### src/rtl/riscv_pkg.sv
// riscv_pkg: RV32I opcode/funct constants, ALU control enum and decoded-instruction struct
package riscv_pkg;
  typedef enum logic [3:0] {
    ALU_ADD = 4'b0000,
    ALU_SUB = 4'b0001,
    ALU_AND = 4'b0010,
    ALU_OR  = 4'b0011
  } alu_ctrl_e;
  localparam logic [6:0] OP_R      = 7'b0110011;
  localparam logic [6:0] OP_IMM    = 7'b0010011;
  localparam logic [6:0] OP_LOAD   = 7'b0000011;
  localparam logic [6:0] OP_STORE  = 7'b0100011;
  localparam logic [6:0] OP_BRANCH = 7'b1100011;
  localparam logic [2:0] F3_ADD = 3'b000;
  localparam logic [2:0] F3_AND = 3'b111;
  localparam logic [2:0] F3_OR  = 3'b110;
  localparam logic [2:0] F3_W   = 3'b010;
  localparam logic [2:0] F3_BEQ = 3'b000;
  localparam logic [2:0] F3_BNE = 3'b001;
  localparam logic [6:0] F7_BASE = 7'b0000000;
  localparam logic [6:0] F7_SUB  = 7'b0100000;
  typedef struct packed {
    alu_ctrl_e   alu_ctrl;
    logic        alu_src_imm;
    logic [31:0] imm;
    logic [4:0]  rs1;
    logic [4:0]  rs2;
    logic [4:0]  rd;
    logic        reg_write;
    logic        mem_read;
    logic        mem_write;
    logic        branch;
    logic        branch_ne;
    logic        illegal;
  } decoded_t;
  function automatic alu_ctrl_e f3_alu(logic [2:0] f3);
    return f3 == F3_AND ? ALU_AND : f3 == F3_OR ? ALU_OR : ALU_ADD;
  endfunction
endpackage

### src/rtl/alu_op_decode.sv
// alu_op_decode: combinational RV32I subset decode into the packed decoded_t struct
module alu_op_decode
  import riscv_pkg::*;
(
  input  logic [31:0] i_instr,
  output decoded_t    o_dec
);
  logic [6:0]  w_op;
  logic [6:0]  w_f7;
  logic [2:0]  w_f3;
  logic        w_f3_alu;
  logic [31:0] w_imm_i;
  logic [31:0] w_imm_s;
  logic [31:0] w_imm_b;
  assign w_op     = i_instr[6:0];
  assign w_f3     = i_instr[14:12];
  assign w_f7     = i_instr[31:25];
  assign w_f3_alu = (w_f3 == F3_ADD) || (w_f3 == F3_AND) || (w_f3 == F3_OR);
  assign w_imm_i  = {{20{i_instr[31]}}, i_instr[31:20]};
  assign w_imm_s  = {{20{i_instr[31]}}, i_instr[31:25], i_instr[11:7]};
  assign w_imm_b  = {{19{i_instr[31]}}, i_instr[31], i_instr[7], i_instr[30:25], i_instr[11:8], 1'b0};
  // Unused register fields stay 0 so each format only exposes the indices it really has.
  always_comb begin
    o_dec = '0;
    o_dec.illegal = 1'b1;
    case (w_op)
      OP_R: if ((w_f3_alu && w_f7 == F7_BASE) || (w_f3 == F3_ADD && w_f7 == F7_SUB)) begin
        o_dec.illegal   = 1'b0;
        o_dec.alu_ctrl  = w_f7 == F7_SUB ? ALU_SUB : f3_alu(w_f3);
        o_dec.rs1       = i_instr[19:15];
        o_dec.rs2       = i_instr[24:20];
        o_dec.rd        = i_instr[11:7];
        o_dec.reg_write = 1'b1;
      end
      OP_IMM: if (w_f3_alu) begin
        o_dec.illegal     = 1'b0;
        o_dec.alu_ctrl    = f3_alu(w_f3);
        o_dec.alu_src_imm = 1'b1;
        o_dec.imm         = w_imm_i;
        o_dec.rs1         = i_instr[19:15];
        o_dec.rd          = i_instr[11:7];
        o_dec.reg_write   = 1'b1;
      end
      OP_LOAD: if (w_f3 == F3_W) begin
        o_dec.illegal     = 1'b0;
        o_dec.alu_src_imm = 1'b1;
        o_dec.imm         = w_imm_i;
        o_dec.rs1         = i_instr[19:15];
        o_dec.rd          = i_instr[11:7];
        o_dec.mem_read    = 1'b1;
        o_dec.reg_write   = 1'b1;
      end
      OP_STORE: if (w_f3 == F3_W) begin
        o_dec.illegal     = 1'b0;
        o_dec.alu_src_imm = 1'b1;
        o_dec.imm         = w_imm_s;
        o_dec.rs1         = i_instr[19:15];
        o_dec.rs2         = i_instr[24:20];
        o_dec.mem_write   = 1'b1;
      end
      OP_BRANCH: if (w_f3 == F3_BEQ || w_f3 == F3_BNE) begin
        o_dec.illegal   = 1'b0;
        o_dec.alu_ctrl  = ALU_SUB;
        o_dec.imm       = w_imm_b;
        o_dec.rs1       = i_instr[19:15];
        o_dec.rs2       = i_instr[24:20];
        o_dec.branch    = 1'b1;
        o_dec.branch_ne = w_f3 == F3_BNE;
      end
      default: ;
    endcase
    o_dec.reg_write = o_dec.reg_write && (o_dec.rd != 5'd0);
  end
endmodule

### src/rtl/alu_decoder.sv
// alu_decoder: RV32I ALU-control decoder behind a 2-entry valid/ready skid buffer
module alu_decoder
  import riscv_pkg::*;
(
  input  logic        clk,
  input  logic        rst_n,
  input  logic        in_valid,
  output logic        in_ready,
  input  logic [31:0] instr,
  output logic        out_valid,
  input  logic        out_ready,
  output logic [3:0]  alu_ctrl,
  output logic        alu_src_imm,
  output logic [31:0] imm,
  output logic [4:0]  rs1,
  output logic [4:0]  rs2,
  output logic [4:0]  rd,
  output logic        reg_write,
  output logic        mem_read,
  output logic        mem_write,
  output logic        branch,
  output logic        branch_ne,
  output logic        illegal
);
  typedef enum logic [1:0] {EMPTY, ONE, TWO} state_e;
  state_e   r_state;
  decoded_t r_main;
  decoded_t r_skid;
  decoded_t w_dec;
  logic     r_in_ready;
  logic     r_out_valid;
  logic     w_push;
  logic     w_pop;
  alu_op_decode u_dec (.i_instr(instr), .o_dec(w_dec));
  assign w_push = in_valid && r_in_ready;
  assign w_pop  = r_out_valid && out_ready;
  // Decode happens at the input so both entries hold finished results; main is always the head.
  always_ff @(posedge clk) begin
    if (!rst_n) begin
      r_state     <= EMPTY;
      r_main      <= '0;
      r_skid      <= '0;
      r_in_ready  <= 1'b1;
      r_out_valid <= 1'b0;
    end else begin
      case (r_state)
        EMPTY: if (w_push) begin
          r_main      <= w_dec;
          r_state     <= ONE;
          r_out_valid <= 1'b1;
        end
        ONE: if (w_push && !w_pop) begin
          r_skid     <= w_dec;
          r_state    <= TWO;
          r_in_ready <= 1'b0;
        end else if (w_push) begin
          r_main <= w_dec;
        end else if (w_pop) begin
          r_state     <= EMPTY;
          r_out_valid <= 1'b0;
        end
        TWO: if (w_pop) begin
          r_main     <= r_skid;
          r_state    <= ONE;
          r_in_ready <= 1'b1;
        end
        default: r_state <= EMPTY;
      endcase
    end
  end
  assign in_ready    = r_in_ready;
  assign out_valid   = r_out_valid;
  assign alu_ctrl    = r_main.alu_ctrl;
  assign alu_src_imm = r_main.alu_src_imm;
  assign imm         = r_main.imm;
  assign rs1         = r_main.rs1;
  assign rs2         = r_main.rs2;
  assign rd          = r_main.rd;
  assign reg_write   = r_main.reg_write;
  assign mem_read    = r_main.mem_read;
  assign mem_write   = r_main.mem_write;
  assign branch      = r_main.branch;
  assign branch_ne   = r_main.branch_ne;
  assign illegal     = r_main.illegal;
endmodule

### config.mk
export PLATFORM = sky130hd
export DESIGN_NAME = alu_decoder
export DESIGN_NICKNAME = d
export VERILOG_FILES = /design/src/rtl/riscv_pkg.sv /design/src/rtl/alu_op_decode.sv /design/src/rtl/alu_decoder.sv
export SDC_FILE = /design/constraint.sdc
export NUM_CORES = 1
export LEC_CHECK = 0
export CAP_MARGIN = 20
export CORE_ASPECT_RATIO = 1.25
export CORE_MARGIN = 2
export CORE_UTILIZATION = 44
export DETAILED_ROUTE_END_ITERATION = 10
export PLACE_DENSITY = 0.73
export SETUP_SLACK_MARGIN = 0.15
export SYNTH_ARGS = -nofsm -noshare
export SYNTH_HDL_FRONTEND = slang
export SYNTH_SLANG_ARGS = --single-unit
### constraint.sdc
create_clock -name clk -period 3.4 [get_ports clk]
set_input_delay 0.68 -clock clk [delete_from_list [all_inputs] [get_ports clk]]
set_output_delay 0.68 -clock clk [all_outputs]
set_load 0.02 [all_outputs]
---- Yosys cells after proc, flatten, opt, wreduce, memory -nomap -nowiden ----
Index checks and enable logic that the tools add are counted.
cells by class
  equality and inequality tests ........... 20
  div/mod/pow operators ................... 0
  bitwise gates (word level) .............. 0
  reductions and logical operators ........ 24
  $mul .................................... 0
  order comparisons ....................... 0
  $add $sub $neg .......................... 0
  mux-type cells .......................... 45
  shifts and indexed selects .............. 0
operators by type and width
  operator                                                          count
  58-bit two-way mux                                                3
  58-bit one-hot mux with 3 select lines                            1
  32-bit one-hot mux with 4 select lines                            1
  42-bit two-way mux                                                2
  43-bit two-way mux                                                1
  38-bit two-way mux                                                1
  5-bit one-hot mux with 5 select lines                             1
  7-bit by 6-bit == test with 1-bit output (second input constant)  3
  6-bit one-hot mux with 3 select lines                             1
  16-bit two-way mux                                                1
  5-bit one-hot mux with 3 select lines                             1
  2-bit two-way mux                                                 7
  1-bit two-way mux                                                 13
  4-bit two-way mux                                                 3
  2-bit != test (second input constant)                             6
  4-bit one-hot mux with 3 select lines                             1
  7-bit by 2-bit == test with 1-bit output (second input constant)  1
  7-bit by 5-bit == test with 1-bit output (second input constant)  1
  7-bit == test (second input constant)                             1
  7-bit logical NOT                                                 1
  7-bit two-way mux                                                 1
  3-bit == test (second input constant)                             2
  1-bit logical AND                                                 6
  6-bit two-way mux                                                 1
  22 further kinds                                                  29
word-level totals
  memories kept ........................... 0
  bits in latches ......................... 0
  memory bits (read-only) ................. 0
  output and inout bits ................... 60
  register bits ........................... 120
  input port bits ......................... 36
  memory bits (writable) .................. 0

---- Depth between registers and ports, before layout ----
  word-level depth ........................ 12
  mapped depth ............................ 8
  gate-level depth less buffers ........... 5

---- Cells and area by module ----
From an unflattened synthesis, not the netlist that was laid out.
second synthesis, totals
  cells, all modules ...................... 667
  area, all modules ....................... 6,206.0 µm²
modules (own cells, without submodules)
  module         cells an instance  times used  area an instance (µm²)
  alu_decoder    561                1           5,466.5
  alu_op_decode  106                1           739.5

---- Worst setup path before layout ----
OpenSTA, ideal clock, no wires.
  kind .................................... input-to-reg
  start ................................... input instr[13]
  end ..................................... register r_skid[16] (netlist bit)
  library setup time ...................... 0.061 ns
  stages on the path ...................... 6
  slack ................................... 1.186 ns
  path buffers ............................ 1
  arrival time ............................ 2.153 ns
  cell sequence ........................... buf_6 -> or4b_1 -> a31o_1 -> a21oi_4 -> o2111a_2 -> a32o_1
between the ends
  cells in the longest elaborated chain, start to end .. 7
  elaborated cells between the ends (all ways) .. 17
  classes of those cells .................. eq/ne (4); mux (6); reduce/logical (7)
ends and longest elaborated chain
  item                                                line                                                           text
  from (decl)                                         alu_decoder.sv:9                                               input logic [31:0] instr,
  3-bit == test or 3-bit logical NOT (tied branches)  alu_op_decode.sv:18, alu_op_decode.sv:27, alu_op_decode.sv:61
  1-bit logical OR (2 in series)                      alu_op_decode.sv:18                                            assign w_f3_alu = (w_f3 == F3_ADD) || (w_f3 == F3_AND) || (w_f3 == F3_OR);
  1-bit logical AND                                   alu_op_decode.sv:27                                            OP_R: if ((w_f3_alu && w_f7 == F7_BASE) || (w_f3 == F3_ADD && w_f7 == F7_SUB)) begin
  1-bit logical OR                                    alu_op_decode.sv:27
  16-bit two-way mux                                  alu_op_decode.sv:27
  5-bit one-hot mux with 5 select lines *             alu_op_decode.sv:26                                            case (w_op)
  to (signal assigned)                                alu_decoder.sv:53                                              r_skid <= w_dec;
  to (decl)                                           alu_decoder.sv:28                                              decoded_t r_skid;
Every way passes the cells marked *; elsewhere a longest branch is shown, timed or not.
A chain may end at the register's enable or synchronous reset.

---- Final worst setup path ----
  start ................................... input instr[4]
  end ..................................... register r_main, in the netlist imm[8]
between the ends
  cells in the longest elaborated chain, start to end .. 5
  elaborated cells between the ends (all ways) .. 8
  classes of those cells .................. eq/ne (4); mux (4)
ends and longest elaborated chain
  item                                      line                                  text
  7-bit == test (tied with other cells)     alu_op_decode.sv:26
  32-bit one-hot mux with 4 select lines *  alu_op_decode.sv:26
  58-bit two-way mux *                      alu_decoder.sv:47, alu_decoder.sv:56
  58-bit two-way mux                        alu_decoder.sv:52                     ONE: if (w_push && !w_pop) begin
  58-bit one-hot mux with 3 select lines *  alu_decoder.sv:46                     case (r_state)
  to (signal assigned)                      alu_decoder.sv:48                     r_main <= w_dec;
  to (signal assigned)                      alu_decoder.sv:57                     r_main <= w_dec;
  to (signal assigned)                      alu_decoder.sv:63                     r_main <= r_skid;
  to (decl)                                 alu_decoder.sv:27                     decoded_t r_main;
Every way passes the cells marked *; elsewhere a longest branch is shown, timed or not. The select of a mux whose other input is x is not followed.

==> reports/results.txt <==
The flow ran to the end, and the final reports show no timing, DRC or antenna violations. The library cell with the largest summed area after synthesis is sky130_fd_sc_hd__dfxtp_1. The routed design has 10460 microns of wire. The delay of the slowest critical-path stage came out at 680 ps. TritonCTS built the clock tree. Per-cell via count in the routed design: 5.912. Between clock sinks in the finished design, the worst skew comes to 9.209 ps. After clock tree synthesis, the clock-pin slew on the worst setup and hold paths is 80 ps. The remaining max-slew budget at the tightest pin was 0.4316.

The run gives 0 as the post-cts hold buffer count. Setup repair after global routing left no endpoint under its margin. The worst path in the final design needs a cycle of 2646 ps, including I/O delays and setup.

For the number of global-route vias before repair, the log shows 3365. Counting the buffers created by CTS gives 9. The final cycle utilization of the critical path was 0.7783; the number of max-slew violations in the final report was 0. For this design the top-level I/O count stands at 96. The signal on the critical path passes through clkdlybuf4s50_1 > or4b_1 > nand3_2 > a21o_1 > nand3_1 > a21oi_1. For the worst setup path, the data arrival time is 2930 ps. After synthesis the netlist holds a flip-flop and latch count of 78.

At the end of routability-driven placement, the weighted congestion stood at 0.8423. Yosys attributes the largest share of cell area to sky130_fd_sc_hd__dfxtp_1 41%, sky130_fd_sc_hd__a21oi_1 8.7%, sky130_fd_sc_hd__nand2_1 6.1%. The highest fanout seen on the critical path is 14, and the remaining routing DRC violations is 0.

The total overflow left after global routing is 0. The number of violations reported at the end of detailed-routing iteration 0 is 266. The total setup buffers inserted after CTS came out at 0. The share of synthesized area occupied by flip-flops and latches was 0.4135.

The netlist uses 54 different library cells. The final total negative setup slack was 0 ps. For the pin with the worst max-slew slack, the measured transition is 848.8 ps. The fraction of layout instances using a drive strength above 1 works out to 0.06604. After clock tree synthesis, the repair step resized 0 gates. STA classifies the critical path startpoint as an input port.

The area share of the largest cell type after synthesis was 0.4135. In the synthesized netlist the dominant register cell turns out to be sky130_fd_sc_hd__dfxtp_1. The number of I/O port buffers is 93, and the area growth from synthesis to layout is 26.21%. The run gives 37 as the number of cell rows.

The count of flip-flops with a built-in enable after synthesis was 0. The run gives 2.184 mW as the total power of the final layout. The tools report the number of hold violations in the final report as 0. The number of antenna diodes in the final layout is 0.

Power density relative to cell area: 458.3 nW/um^2. The tool flagged a number of max-cap violations equal to 0. Setup violations remaining at the end of the flow were counted as 0. Detailed-router iteration count before antenna repair: 6.

The analysis attributes to cell leakage a power of 1.629 nW. Yosys instantiated no cell more often than sky130_fd_sc_hd__dfxtp_1. For the worst setup path, the data required time is 3690 ps. The critical path start-end classification is in2reg. For this design, the sink count on the clock tree is 78. The average instance in the mapped netlist occupies 8.017 sq um.

The fraction of registers with async set or reset after synthesis works out to 0. The wire length per cell after detailed routing works out to 16.68 microns. Once detail routing completed, the nets flagged for antenna violations numbered 0.

The logs give 0.2305 for the total global routing track utilization and 0 for the Yosys warning count. The tools report the master cell of the clock root buffer as sky130_fd_sc_hd__clkbuf_8. In this run the worst hold path is classified as reg2reg. The die covers 9344 sq um. Entering global routing, the biggest net connects 42 pins.

The tools report the initial antenna violation count as 0. Cell with the biggest individual delay on the critical path: sky130_fd_sc_hd__or4b_1. In the final layout, the multi-input gates occupy 1877 sq um. STA classifies the critical path endpoint as a flip-flop.

The run gives 8287 sq um as the floorplan core area. The first global-routing pass estimated 16980 microns of wire. For the worst-skew pair, the clock arrives at the later sink with an insertion delay of 360 ps. The horizontal die dimension was 86.86 microns; the total area of sequential cells was 1562 sq um. Measured along the y axis, the die boundary spans 107.6 microns.

Summing every instance area after synthesis gives 3776 sq um. Final net count: 561. The largest buffer count on any clock path was 2; the maximum achievable frequency was 0.3779 GHz. Fill cell total of the finished layout: 762. Number of H-tree levels: 3. By count the netlist is led by 78 x sky130_fd_sc_hd__dfxtp_1, 66 x sky130_fd_sc_hd__a21oi_1, 61 x sky130_fd_sc_hd__nand2_1, 35 x sky130_fd_sc_hd__nand3_1, 34 x sky130_fd_sc_hd__o21ai_0. The number of standard cells after synthesis was 471. The run gives 0.4557 as the initial core utilization. The routed layout has 3707 vias. VDD sags by at most 0.0002920 V. Estimated wirelength of the detail-placed design: 7070 microns.
worst max-delay path: cells and delay by family:
family / cells / cell delay (ps)
AOI/OAI and AO/OA: 2 / 620
and+or+nand+nor: 3 / 1030
buffers and inverters: 1 / 600
per-layer routing:
| metal | track usage | wire length [microns] | up-vias |
|---|---|---|---|
| met3 | 0.05138 | 681 | 17 |
| met4 | 0.09263 | 245 | 0 |
| met1 | 0.2931 | 4485 | 1739 |
| met2 | 0.3751 | 5044 | 150 |
| li1 | - | - | 1801 |
| met5 | 0 | 0 | - |
kinds of logic after synthesis:
family                 synth area share
buffers and inverters           0.09311
AOI/OAI and AO/OA                0.2816
DFF                              0.4135
other                         0.0009931
and+or+nand+nor                  0.2107
sequential cells by signal (all words and copies together) (netlist names):
signal	count
r_skid	37
imm	13
rd	5
rs1	5
rs2	5
alu_ctrl	2
r_state	2
alu_src_imm	1
branch	1
branch_ne	1
illegal	1
in_ready	1
mem_read	1
mem_write	1
out_valid	1
reg_write	1
through the flow:
step / setup slack [ps] / util / hold slack [ps] / area, sq um / std cells
after floorplan: 1186 / - / 432.1 / 3780 / 472
after global placement: 446.7 / 0.5532 / 439.1 / 4584 / 611
after detailed placement: 401.6 / 0.5532 / 444.3 / 4584 / 611
after CTS: 774.6 / 0.5751 / 455.4 / 4766 / 627
after global routing: 536.8 / 0.5751 / 469.3 / 4766 / 627
final: 753.7 / 0.5751 / 454.6 / 4766 / 627
area by class of cell:
class                           instances  share of cell area
Tap cell                               97             0.02547
Timing Repair Buffer                  104              0.2127
Clock buffer                            9             0.02599
Inverter                                3            0.002363
Clock inverter                          7             0.01208
Sequential cell                        78              0.3276
Multi-Input combinational cell        329              0.3938
worst paths after layout:
check | from | to | slack (ps) | cells past startpoint
worst max-delay path | instr[4] | imm[8] | 750 | 6
worst min register to register | r_skid[11] | r_skid[11] | 450 | 2
worst min-delay path | r_skid[11] | r_skid[11] | 450 | 2
worst max register to register | r_state[0] | rs1[4] | 1280 | 5
where the power goes:
group / leakage [nW] / total (mW) / switching [mW] / internal (mW)
clock network: 0.0877 / 0.642 / 0.368 / 0.273
registers: 0.634 / 1.00 / 0.0372 / 0.963
logic: 0.908 / 0.542 / 0.312 / 0.230
placed cells by master (no fill, tap or decap), types with 3 or more instances in the layout:
cell type and n:
sky130_fd_sc_hd__a21oi_1 66, sky130_fd_sc_hd__a221oi_1 10, sky130_fd_sc_hd__a32o_1 6, sky130_fd_sc_hd__a32oi_1 10
sky130_fd_sc_hd__and3_1 10, sky130_fd_sc_hd__buf_4 11, sky130_fd_sc_hd__clkbuf_8 9, sky130_fd_sc_hd__clkdlybuf4s50_1 93
sky130_fd_sc_hd__dfxtp_1 78, sky130_fd_sc_hd__nand2_1 61, sky130_fd_sc_hd__nand2b_1 4, sky130_fd_sc_hd__nand3_1 35
sky130_fd_sc_hd__nor2_1 22, sky130_fd_sc_hd__nor3_1 3, sky130_fd_sc_hd__nor3b_1 3, sky130_fd_sc_hd__o211ai_1 3
sky130_fd_sc_hd__o21ai_0 34, sky130_fd_sc_hd__o21ai_1 6, sky130_fd_sc_hd__o22ai_1 10, sky130_fd_sc_hd__o31a_1 3
(Power assumes the default switching activity.)
